==> config.mk <==
export PLATFORM = sky130hd
export DESIGN_NAME = uart_rx_os
export DESIGN_NICKNAME = d
export VERILOG_FILES = /design/src/rtl/uart_pkg.sv /design/src/rtl/uart_baud_tick.sv /design/src/rtl/uart_rx_os.sv
export SDC_FILE = /design/constraint.sdc
export NUM_CORES = 1
export LEC_CHECK = 0
export ABC_AREA = 1
export CAP_MARGIN = 20
export CELL_PAD_IN_SITES_DETAIL_PLACEMENT = 0
export CELL_PAD_IN_SITES_GLOBAL_PLACEMENT = 1
export CORE_MARGIN = 3
export CORE_UTILIZATION = 36
export CTS_CLUSTER_DIAMETER = 150
export DETAILED_ROUTE_END_ITERATION = 12
export MAX_ROUTING_LAYER = met4
export PLACE_DENSITY_LB_ADDON = 0.05
export SYNTH_ARGS = -nofsm -noshare
export SYNTH_HDL_FRONTEND = slang
export SYNTH_HIERARCHICAL = 1
export SYNTH_SLANG_ARGS = --single-unit
==> constraint.sdc <==
create_clock -name i_clk -period 2.6 [get_ports i_clk]
set_input_delay 0.26 -clock i_clk [delete_from_list [all_inputs] [get_ports i_clk]]
set_output_delay 0.26 -clock i_clk [all_outputs]
set_load 0.02 [all_outputs]
==> src/rtl/uart_pkg.sv <==
// Shared types for the oversampling UART: parity modes, receiver FSM states
// and the expected-parity helper.
package uart_pkg;

  typedef enum logic [1:0] {
    PAR_NONE = 2'd0,
    PAR_ODD  = 2'd1,
    PAR_EVEN = 2'd2
  } parity_e;

  typedef enum logic [2:0] {
    ST_IDLE,
    ST_START,
    ST_DATA,
    ST_PARITY,
    ST_STOP
  } rx_state_e;

  localparam int MAX_DATA_W = 9;

  // Parity bit a correct transmitter sends; callers zero-extend narrower words.
  function automatic logic parity_calc(input logic [MAX_DATA_W-1:0] data, input parity_e mode);
    logic p;
    p = ^data;
    return (mode == PAR_ODD) ? ~p : p;
  endfunction

endpackage

==> src/rtl/uart_baud_tick.sv <==
// Baud divider: tick is high for one clock every div+1 clocks, combinational from the count.
// clr holds the phase at zero so the first tick lands div+1 clocks after release; no backpressure.
module uart_baud_tick #(
  parameter int DIV_W = 16
) (
  input  logic             i_clk,
  input  logic             i_rst_n,
  input  logic             clr,
  input  logic [DIV_W-1:0] div,
  output logic             tick
);

  logic [DIV_W-1:0] cnt;

  always_ff @(posedge i_clk or negedge i_rst_n) begin
    if (!i_rst_n)         cnt <= '0;
    else if (clr || tick) cnt <= '0;
    else                  cnt <= cnt + 1'b1;
  end

  assign tick = !clr && (cnt == div);

endmodule

==> src/rtl/uart_rx_os.sv <==
// Oversampling UART receiver; o_valid rises 1 clk after the stop-bit sample and holds until i_ready.
// A frame completing into full storage is dropped with a 1-cycle o_overrun. UART_RX_FIFO_EN: 4-deep FIFO.
module uart_rx_os
  import uart_pkg::*;
#(
  parameter int DATA_W      = 8,
  parameter int OS_RATE     = 16,
  parameter int DIV_W       = 16,
  parameter int PARITY      = 0,
  parameter int SYNC_STAGES = 2
) (
  input  logic              i_clk,
  input  logic              i_rst_n,
  input  logic              i_uart_rx,
  input  logic [DIV_W-1:0]  i_baud_div,
  output logic [DATA_W-1:0] o_data,
  output logic              o_valid,
  input  logic              i_ready,
  output logic              o_parity_err,
  output logic              o_frame_err,
  output logic              o_overrun,
  output logic              o_busy
);

  localparam int               OS_W     = $clog2(OS_RATE);
  localparam int               BIT_W    = $clog2(DATA_W + 1);
  localparam parity_e          PAR_MODE = parity_e'(PARITY);
  localparam logic [OS_W-1:0]  OS_LAST  = OS_W'(OS_RATE - 1);
  localparam logic [OS_W-1:0]  OS_HALF  = OS_W'(OS_RATE / 2 - 1);
  localparam logic [BIT_W-1:0] BIT_LAST = BIT_W'(DATA_W - 1);

  logic [SYNC_STAGES-1:0] sync_q;
  logic                   rx_s, rx_prev;

  always_ff @(posedge i_clk or negedge i_rst_n) begin
    if (!i_rst_n) begin
      sync_q  <= '1;
      rx_prev <= 1'b1;
    end else begin
      sync_q  <= {sync_q[SYNC_STAGES-2:0], i_uart_rx};
      rx_prev <= rx_s;
    end
  end

  assign rx_s = sync_q[SYNC_STAGES-1];

  rx_state_e         state_q, state_d;
  logic [OS_W-1:0]   os_q, os_d;
  logic [BIT_W-1:0]  bit_q, bit_d;
  logic [DATA_W-1:0] shreg_q, shreg_d;
  logic              perr_q, perr_d;
  logic              commit, tick, tick_clr;

  assign tick_clr = (state_q == ST_IDLE);
  assign o_busy   = (state_q != ST_IDLE);

  uart_baud_tick #(.DIV_W(DIV_W)) u_tick (
    .i_clk   (i_clk),
    .i_rst_n (i_rst_n),
    .clr     (tick_clr),
    .div     (i_baud_div),
    .tick    (tick)
  );

  always_ff @(posedge i_clk or negedge i_rst_n) begin
    if (!i_rst_n) begin
      state_q <= ST_IDLE;
      os_q    <= '0;
      bit_q   <= '0;
      shreg_q <= '0;
      perr_q  <= 1'b0;
    end else begin
      state_q <= state_d;
      os_q    <= os_d;
      bit_q   <= bit_d;
      shreg_q <= shreg_d;
      perr_q  <= perr_d;
    end
  end

  always_comb begin
    state_d = state_q;
    os_d    = os_q;
    bit_d   = bit_q;
    shreg_d = shreg_q;
    perr_d  = perr_q;
    commit  = 1'b0;
    unique case (state_q)
      ST_IDLE: begin
        os_d = '0;
        if (rx_prev && !rx_s) state_d = ST_START;
      end
      ST_START: if (tick) begin
        // Half-bit check rejects glitches shorter than half a bit.
        if (os_q == OS_HALF) begin
          os_d = '0;
          if (rx_s) begin
            state_d = ST_IDLE;
          end else begin
            bit_d   = '0;
            perr_d  = 1'b0;
            state_d = ST_DATA;
          end
        end else begin
          os_d = os_q + 1'b1;
        end
      end
      ST_DATA: if (tick) begin
        if (os_q == OS_LAST) begin
          os_d    = '0;
          shreg_d = {rx_s, shreg_q[DATA_W-1:1]};
          bit_d   = bit_q + 1'b1;
          if (bit_q == BIT_LAST) state_d = (PAR_MODE == PAR_NONE) ? ST_STOP : ST_PARITY;
        end else begin
          os_d = os_q + 1'b1;
        end
      end
      ST_PARITY: if (tick) begin
        if (os_q == OS_LAST) begin
          os_d    = '0;
          perr_d  = (rx_s != parity_calc(MAX_DATA_W'(shreg_q), PAR_MODE));
          state_d = ST_STOP;
        end else begin
          os_d = os_q + 1'b1;
        end
      end
      ST_STOP: if (tick) begin
        // Returning to IDLE at the stop centre leaves half a bit to catch the next start edge.
        if (os_q == OS_LAST) begin
          os_d    = '0;
          commit  = 1'b1;
          state_d = ST_IDLE;
        end else begin
          os_d = os_q + 1'b1;
        end
      end
      default: state_d = ST_IDLE;
    endcase
  end

  logic [DATA_W+1:0] new_entry;
  assign new_entry = {shreg_q, perr_q, ~rx_s};

`ifdef UART_RX_FIFO_EN
  logic [DATA_W+1:0] mem [4];
  logic [1:0]        wr_ptr, rd_ptr;
  logic [2:0]        count;
  logic              full, pop, push;

  assign full = (count == 3'd4);
  assign pop  = o_valid && i_ready;
  assign push = commit && (!full || pop);

  always_ff @(posedge i_clk or negedge i_rst_n) begin
    if (!i_rst_n) begin
      for (int i = 0; i < 4; i++) mem[i] <= '0;
      wr_ptr    <= '0;
      rd_ptr    <= '0;
      count     <= '0;
      o_overrun <= 1'b0;
    end else begin
      o_overrun <= commit && full && !pop;
      if (push) begin
        mem[wr_ptr] <= new_entry;
        wr_ptr      <= wr_ptr + 1'b1;
      end
      if (pop) rd_ptr <= rd_ptr + 1'b1;
      case ({push, pop})
        2'b10:   count <= count + 1'b1;
        2'b01:   count <= count - 1'b1;
        default: count <= count;
      endcase
    end
  end

  assign {o_data, o_parity_err, o_frame_err} = mem[rd_ptr];
  assign o_valid = (count != 3'd0);
`else
  logic accept;
  assign accept = o_valid && i_ready;

  always_ff @(posedge i_clk or negedge i_rst_n) begin
    if (!i_rst_n) begin
      o_data       <= '0;
      o_parity_err <= 1'b0;
      o_frame_err  <= 1'b0;
      o_valid      <= 1'b0;
      o_overrun    <= 1'b0;
    end else begin
      o_overrun <= commit && o_valid && !i_ready;
      if (commit && (!o_valid || i_ready)) begin
        {o_data, o_parity_err, o_frame_err} <= new_entry;
        o_valid <= 1'b1;
      end else if (accept) begin
        o_valid <= 1'b0;
      end
    end
  end
`endif

endmodule

==> results of run 1 <==
[state kept, by name (all words and copies together) (netlist names), 2 cells and up]
name / flops
shreg_q: 8
sync_q: 2
state_q: 3
os_q: 4
u_tick/cnt: 16
bit_q: 4
o_data: 8
[through the flow]
stage | power, uW | std cells | hold slack, ps | setup WS [ps]
final | 1990 | 535 | 67.0 | 575
after global routing | 2130 | 535 | 120 | 272
after CTS | 2030 | 535 | 91.4 | 536
after detailed placement | 1560 | 528 | 347 | 256
after global placement | 1560 | 528 | 346 | 304
after floorplan | 1420 | 395 | -35.6 | 739
[layout make-up]
type | instances | share of cell area
inverter | 63 | 0.0694
tap | 102 | 0.0375
clock buffer | 6 | 0.0242
sequential | 51 | 0.376
multi-input combinational | 277 | 0.393
timing repair buffer | 35 | 0.0992
clock inverter | 1 | 0.00147
[path summary, 6_finish.rpt]
path / startpoint / to / slack (ps) / depth (start not counted)
max: u_tick/cnt[11] / o_data[7] / 580 / 14
min: i_rst_n / u_tick/cnt[11] / 70 / 2
max reg2reg: u_tick/cnt[11] / o_data[7] / 580 / 14
min reg2reg: sync_q[0] / sync_q[1] / 360 / 0
max in group asynchronous: i_rst_n / state_q[1] / 2100 / 2
min in group i_clk: i_uart_rx / sync_q[0] / 350 / 1
[power breakdown]
| group | internal [uW] | switching [uW] | leakage [uW] |
|---|---|---|---|
| Clock | 209 | 250 | 0.0000470 |
| Combinational | 204 | 405 | 0.000906 |
| Sequential | 850 | 69.0 | 0.000675 |
| Total | 1260 | 724 | 0.00163 |
[critical path, delay by kind of cell, from the launching register on]
kind | cells | cell delay [ps]
buffers and inverters | 3 | 440
DFF | 1 | 400
AOI/OAI and AO/OA | 1 | 70
and+or+nand+nor | 10 | 1000
[Yosys cell counts]
library cell  number
o21ai_1            7
xor2_1            12
ha_1               3
nand3b_1           1
nand2_2            4
nand3_2            2
nor2_2            16
mux2i_1            1
nand3_1           13
buf_2              2
inv_2              6
buf_12             1
nor2_1            39
nor3_1             3
inv_1             57
o21ai_0           22
a21oi_4            2
nand4_1            5
and3_1             1
dfrtp_1           48
nand2_1          138
clkbuf_2           1
nor3b_1            1
xnor2_1            2
dfstp_2            3
nor4_1             1
o2111ai_1          1
nand2_4            2
nor3_2             1
[cell families after synthesis]
family                     synth area share
and+or+nand+nor                       0.340
buffers and inverters                0.0940
DFF                                   0.443
AOI/OAI and AO/OA                    0.0645
xor gates and xnor gates             0.0424
adders and majority gates            0.0130
muxes                               0.00346
[layout by cell type, fill, tap and decap left out, drive strengths merged, types with 2 or more instances in the layout]
cell / Yosys / routed
clkdlybuf4s50: 0 / 31
nand2: 144 / 144
ha: 3 / 3
nor3: 4 / 4
xnor2: 2 / 2
inv: 63 / 63
buf: 3 / 4
a21oi: 2 / 2
dfstp: 3 / 3
nand3: 15 / 15
nor2: 55 / 55
o21ai: 29 / 29
dfrtp: 48 / 48
clkbuf: 1 / 6
nand4: 5 / 5
xor2: 12 / 12
[routing by layer]
layer	global-route usage	vias up	share of wire
met1	0.184	1049	0.49
met5	-	-	0
met3	0.0276	9	0.033
met4	0.0391	0	0.012
met2	0.233	21	0.47
li1	-	1275	-
==> results_dict.tcl, run 1 <==
set metrics [dict create \
    n_antenna_cell 0 \
    drtIter0Drc 103 \
    cts_setup_buffers 0 \
    tightest_slew_ps 660 \
    drc 0 \
    port-buffer-count 32 \
    final.min_clock_period_ps 2020 \
    drv_cap 0 \
    postSynthCellCount 395 \
    die_y_um 95.6 \
    cts_hold_buf 0 \
    dr_total_vias 2354 \
    final_area_sq_um 3410 \
    clockBufferDepth 2 \
    cpMaxStageDelayCell "dfrtp_1" \
    cp_common_cell "nand2_1" \
    avgSynthCellArea_sq_um 7.31 \
    cp_cell_sequence "inv_1, nand2_1, nand2_1, nor2_1, nand2_1, nor2_1, nand2_2, nor2_1, inv_1, nor2_2, nand4_1, buf_4, nand2_1, o21ai_0" \
    yosysTopAreaCell "dfrtp_1" \
    antenna_left 0 \
    first_pass_iters 4 \
    post-route-period-util 0.779 \
    vias_per_cell 4.40 \
    grt_max_degree 52 \
    end_kind "flop" \
    cts.clk_slew.worst_paths_ps 90 \
    rsz0062_at_grt "false" \
    hold_path.class "in2async" \
    synth_area_leaders "dfrtp_1 42%, nand2_1 18%, inv_1 7.4%" \
    core-area_sq_um 7770 \
    postPlaceCellArea_sq_um 3320 \
    fmax_mhz 494 \
    regArea_sq_um 1280 \
    routed_wl_um 5890 \
    cts_root_buf "clkbuf_8" \
    setup-violations-final 0 \
    maxSlewHeadroom 0.560 \
    critPathKind "reg2reg" \
    hold_viol 0 \
    start_kind "flop" \
    cts_sinks 51 \
    drive_gt1_frac 0.109 \
    grt_overflow 0 \
    p_leak_uw 0.00163 \
    ys_seq_area_frac 0.443 \
    status "finished clean" \
    cts.htree.levels 2 \
    grt_pass1_wl_um 10100 \
    die_area_sq_um 9140 \
    multi_input_area_sq_um 1340 \
    tritoncts "yes" \
    rows 32 \
    critPathMaxFanout 21 \
    synth_top_area_frac 0.416 \
    grt_pass1_vias 2236 \
    ys.warnings.count 6 \
    syn_nets 418 \
    wire_per_inst_um 11.0 \
    fin_nets 456 \
    clk_latency_ps 300 \
    slew_viol_final 0 \
    finish.utilization 0.439 \
    synth.distinct_cells 29 \
    syn-cell-area_sq_um 2890 \
    antenna_found_initial 0 \
    critPathRequiredTime_ps 2790 \
    start_util 0.372 \
    ir_drop_v 0.000320 \
    cts_made_buffers 5 \
    synth-seq-cells 51 \
    fin_tns_setup_ps 0 \
    gp_congestion 0.790 \
    grt_usage 0.144 \
    cp_slowest_stage_delay_ps 400 \
    powerDensity_nw_per_um2 583 \
    fillers 819 \
    die_w_um 95.6 \
    fin_skew_ps 3.78 \
    cts_resized 0 \
    detailed_place_hpwl_um 4450 \
    arrival_ps 2210 \
    syn2layout_area_growth_pct 17.9 \
    num_io_pins 33 \
]
Power figures use the tool's default switching activity.
==> run 2: changes to the inputs <==
Clock period 2.6 ns to 2 ns, I/O delays scaled along.
==> run 2 against run 1 <==
- clock-buffer cell count down 1
- maximum frequency rose by 9.9%
- clock skew decreased by 0.50 ps
- die area did not move
- via count grew 4.0%
- global-route usage is 0.12 points lower
- wire length rose by 1.2%
- power rose by 50%
- final cell count is 4.5% higher
- critical endpoint is now o_data[1]
- largest cell class unchanged
==> results_dict.tcl, run 2 (synthesis results as in run 1) <==
set metrics [dict create \
    clk_latency_ps 300 \
    cts_sinks 51 \
    fin_nets 479 \
    powerDensity_nw_per_um2 807 \
    syn2layout_area_growth_pct 27.5 \
    num_io_pins 33 \
    power_uw 2970 \
    tritoncts "yes" \
    cts.clk_slew.worst_paths_ps 100 \
    rows 32 \
    wire_per_inst_um 10.7 \
    critPathKind "reg2reg" \
    grt_pass1_wl_um 10100 \
    tightest_slew_ps 306 \
    p_leak_uw 0.00179 \
    drv_cap 0 \
    critPathRequiredTime_ps 2220 \
    met3WireLength_um 178 \
    postPlaceCellArea_sq_um 3420 \
    fin_skew_ps 3.28 \
    top_layer_used "met4" \
    grt_pass1_vias 2245 \
    arrival_ps 2070 \
    grt_max_degree 52 \
    dr_total_vias 2448 \
    status "finished clean" \
    final_cell_mix "137 x nand2_1, 54 x inv_1, 48 x dfrtp_1, 34 x nor2_1, 30 x clkdlybuf4s50_1" \
    maxSlewHeadroom 0.794 \
    cts_root_buf "clkbuf_8" \
    dp_cells 540 \
    start_util 0.372 \
    post-route-period-util 0.921 \
    die_w_um 95.6 \
    antenna_found_initial 0 \
    layout_setup_ws_ps 158 \
    instances_no_fill 559 \
    die_area_sq_um 9140 \
    antenna_left 0 \
    clockBufferDepth 2 \
    mostFrequentLayoutCell "nand2_1" \
    start_kind "flop" \
    detailed_place_hpwl_um 4360 \
    fillers 792 \
    vias_per_cell 4.38 \
    drtIter0Drc 60 \
    n_antenna_cell 0 \
    regArea_sq_um 1280 \
    grt_usage 0.142 \
    drc 0 \
    post-place-ws_ps -215 \
    port-buffer-count 32 \
    critPathMaxFanout 21 \
    drive_gt1_frac 0.175 \
    routed_wl_um 5960 \
    setup-violations-final 0 \
    fmax_mhz 543 \
    largest_reg_flops 16 \
    gp_congestion 0.798 \
    hold_viol 0 \
    final.min_clock_period_ps 1840 \
    final_area_sq_um 3680 \
    wl_met2_um 2790 \
    end_kind "flop" \
    first_pass_iters 4 \
    grt_overflow 0 \
    die_y_um 95.6 \
    core-area_sq_um 7770 \
    slew_viol_final 0 \
    largest-register "u_tick/cnt" \
    cts.htree.levels 2 \
    multi_input_area_sq_um 1370 \
    hold_path.class "in2reg" \
    top_regs "u_tick/cnt x16, o_data x8, shreg_q x8" \
    wl_met1_um 2900 \
    cts_made_buffers 5 \
    ir_drop_v 0.000420 \
]
[run 2: changes by cell type in the layout (fill, tap and decap cells not counted), moves of 3 or more]
cell	before	now
buf_4	3	23
inv_1	57	54
inv_2	6	9
nor2_1	39	34
nor2_2	16	19
[run 2: report_power, final]
part	internal, uW	switching (uW)	leakage (uW)
clock	499	364	0.0000644
combinational	342	590	0.00105
sequential	1110	75.0	0.000675
total	1950	1030	0.00179
[run 2: metrics by stage]
stage          hold WS, ps  setup TNS, ps   util
3_3_place_gp           216          -4450  0.441
6_report               290              0  0.474
5_1_grt                284          -24.0  0.474
3_5_place_dp           220          -4990  0.441
4_1_cts                276              0  0.459
2_1_floorplan        -95.6              0      -
[run 2: critical path, cell delays in order, from the launching register on]
cell     delay (ps)
dfrtp_1         420
inv_2            60
nand2_1          60
nand2_1          50
nor2_1           90
nand2_1          80
nor2_1          130
nand2_2          90
nor2_4          130
inv_2            50
nor2_2          120
nand4_1          80
buf_4           210
o21ai_0         190
[run 2: layout make-up]
type	instances	share of cell area
Tap cell	102	0.0346
Sequential cell	51	0.347
Inverter	63	0.0642
Clock buffer	5	0.0187
Multi-Input combinational cell	277	0.372
Clock inverter	3	0.0183
Timing Repair Buffer	58	0.144
[run 2: worst paths after layout]
path                               start        endpoint  slack (ps)  cells after the start
setup / recovery           u_tick/cnt[5]       o_data[1]         160                     13
hold / removal                 i_uart_rx       sync_q[0]         290                      1
setup reg to reg           u_tick/cnt[5]       o_data[1]         160                     13
hold reg to reg                sync_q[0]       sync_q[1]         360                      0
max in group asynchronous        i_rst_n         rx_prev        1290                      3
min in group asynchronous        i_rst_n  u_tick/cnt[12]         410                      3
[run 2: layer usage]
layer / vias up / global-route usage
met5: - / -
met4: 0 / 0.0415
met3: 7 / 0.0260
met2: 27 / 0.230
met1: 1092 / 0.182
li1: 1322 / -
[run 2: what timing repair did]
item,CTS,global route
hold buffers,1,0
gates resized for setup,0,15
setup buffers,0,10
setup endpoints to repair,0,30
endpoints found under the hold margin,48,0
==> run 3: changes to the inputs <==
Settings changed: SYNTH_HIERARCHICAL 1 to not set.
==> run 3 against run 2 <==
- combinational power down 3.8%
- first-iteration DRC count up 57%
- die area up 0.93%
- sequential power about the same
- area after synthesis up 1.0%
- clock-buffer cell count up 1
- register-to-register slack better by 60 ps
- critical path depth down 10
- maximum frequency down 2.2%
- sequential share of layout area up 1.1 points
- global-route usage up 1.9 points
- hold slack better by 7.8 ps
- critical path type is now reg2out
- largest cell class unchanged
- highest routed layer unchanged
==> results_dict.tcl, run 3 <==
set metrics [dict create \
    status "finished clean" \
    detailed_place_hpwl_um 5070 \
    synth_ff_type "dfrtp_1" \
    critPathKind "reg2out" \
    cts.htree.levels 2 \
    start_util 0.374 \
    n_antenna_cell 0 \
    mostFrequentLayoutCell "nand2_1" \
    dr_total_vias 2580 \
    clk_latency_ps 300 \
    setup-violations-final 0 \
    die_y_um 96.0 \
    start_kind "flop" \
    postSynthCellCount 398 \
    async_reset_ff_frac 1.00 \
    tightest_slew_ps 439 \
    postPlaceCellArea_sq_um 3440 \
    drive_gt1_frac 0.124 \
    top_regs "u_tick.cnt x16, o_data x8, shreg_q x8" \
    cp_cell_sequence "nor2_1, nand2_1, clkdlybuf4s50_1" \
    synthTopCellsByCount "146 x nand2_1, 48 x dfrtp_1, 46 x inv_1" \
    synth_top_area_frac 0.412 \
    antenna_found_initial 0 \
    p_leak_uw 0.00177 \
    ir_drop_v 0.000373 \
    ys_seq_area_frac 0.439 \
    post-route-period-util 0.941 \
    avgSynthCellArea_sq_um 7.33 \
    syn-cell-area_sq_um 2920 \
    die_w_um 96.0 \
    grt_overflow 0 \
    cp_slowest_stage_delay_ps 650 \
    drtIter0Drc 94 \
    grt_pass1_vias 2518 \
    port-buffer-count 32 \
    drv_cap 0 \
    largest_reg_flops 16 \
    hold_path.class "in2reg" \
    fin_skew_ps 10.4 \
    syn_nets 421 \
    grt_max_degree 52 \
    rows 32 \
    cts_made_buffers 5 \
    rsz0062_at_grt "false" \
    cts_setup_buffers 0 \
    largest-register "u_tick.cnt" \
    regArea_sq_um 1280 \
    synth_edf_count 0 \
    grt_pass1_wl_um 11500 \
    clockBufferDepth 2 \
    tritoncts "yes" \
    die_area_sq_um 9220 \
    fin_tns_setup_ps 0 \
    drc 0 \
    gp_congestion 0.805 \
    cts_sinks 51 \
    num_io_pins 33 \
    multi_input_area_sq_um 1410 \
    final_cell_mix "144 x nand2_1, 48 x dfrtp_1, 46 x inv_1, 33 x nor2_1, 31 x clkdlybuf4s50_1" \
    cts_root_buf "clkbuf_8" \
    synth_area_leaders "dfrtp_1 41%, nand2_1 19%, inv_1 5.9%" \
    yosysTopAreaCell "dfrtp_1" \
    grt_usage 0.162 \
    antenna_left 0 \
    end_kind "output pin" \
    fmax_mhz 531 \
    first_pass_iters 4 \
    critPathMaxFanout 6 \
    final_area_sq_um 3570 \
    synth.distinct_cells 33 \
    ys.warnings.count 0 \
    synth-seq-cells 51 \
    maxSlewHeadroom 0.704 \
    cts.clk_slew.worst_paths_ps 100 \
    vias_per_cell 4.72 \
    fin_nets 467 \
    critPathRequiredTime_ps 1800 \
    syn2layout_area_growth_pct 22.4 \
    core-area_sq_um 7810 \
    crit_buf_inv 1 \
    arrival_ps 1680 \
    final.min_clock_period_ps 1880 \
    slew_viol_final 0 \
    routed_wl_um 6680 \
    critPathTopFamily "buffers and inverters" \
    powerDensity_nw_per_um2 792 \
    synth.most_common_cell "nand2_1" \
    fillers 811 \
    cpMaxStageDelayCell "clkdlybuf4s50_1" \
    wire_per_inst_um 12.2 \
    hold_viol 0 \
]
[run 3: changes by cell type after synthesis, moves of 8 or more]
cell,change
inv_1,-11
nand2_1,+8
nor2_2,-14
o21ai_0,-10
nand4_1,+9
o21ai_2,+8
[run 3: final timing paths]
path | start | end | slack [ps] | depth (start not counted)
setup / recovery | state_q[0] | o_busy | 120 | 3
setup reg to reg | u_tick.cnt[8] | o_data[3] | 220 | 12
max in group asynchronous | i_rst_n | sync_q[0] | 1290 | 3
min in group asynchronous | i_rst_n | u_tick.cnt[7] | 410 | 3
hold reg to reg | sync_q[0] | sync_q[1] | 360 | 0
hold / removal | i_uart_rx | sync_q[0] | 300 | 1
[run 3: worst register-to-register path, cell delays in order (launching register included)]
cell,delay (ps)
dfrtp_1,480
inv_2,90
nand2_1,60
nand2_1,50
nor2_1,100
nand2_1,80
nor2_2,160
nand2_2,130
nor2_4,110
nand4_1,110
buf_4,200
nand2_1,70
nand2_1,40
[run 3: area by class of cell]
type                       count  share of cell area
multi-input combinational    288               0.394
sequential                    51               0.358
timing repair buffer          45               0.123
inverter                      53              0.0557
tap                          102              0.0357
clock buffer                   6              0.0231
clock inverter                 2             0.00981
[run 3: cells by family (layout without fill, tap and decap cells)]
kind of cell    after synthesis  after routing  synth area share
simple gates                244            244             0.370
buf+inv                      59            106            0.0806
flops                        51             51             0.439
compound gates               30             30            0.0648
xor+xnor                     11             11            0.0330
fa+ha+maj                     3              3            0.0129
[run 3: where the power goes]
part           internal [uW]  switching [uW]  leakage (uW)
Combinational            333             563       0.00101
Clock                    406             350     0.0000612
Sequential              1100            75.8      0.000697
Total                   1840             989       0.00177
[run 3: what timing repair did]
| action | CTS | global route |
|---|---|---|
| endpoints found under the hold margin | 48 | 0 |
| resized for setup | 0 | 2 |
| endpoints found under the setup margin | 0 | 4 |
| hold buffers | 1 | 0 |
[run 3: per-layer routing]
| metal | global-route usage | wire length (um) | part of all wire | vias to the layer above |
|---|---|---|---|---|
| met5 | - | 0 | 0 | - |
| met4 | 0.0403 | 35 | 0.0052 | 0 |
| met3 | 0.0289 | 202 | 0.030 | 4 |
| met2 | 0.251 | 3050 | 0.46 | 40 |
| met1 | 0.219 | 3390 | 0.51 | 1191 |
| li1 | - | - | - | 1345 |
[run 3: through the flow]
step	power [uW]	hold slack (ps)	setup slack, ps	cells	util
after floorplan	1730	-95.6	464	398	-
after global placement	2090	219	3.21	538	0.441
after detailed placement	2080	217	13.5	538	0.441
after CTS	2850	288	117	547	0.457
after global routing	3030	310	11.5	547	0.458
final	2830	298	118	547	0.458
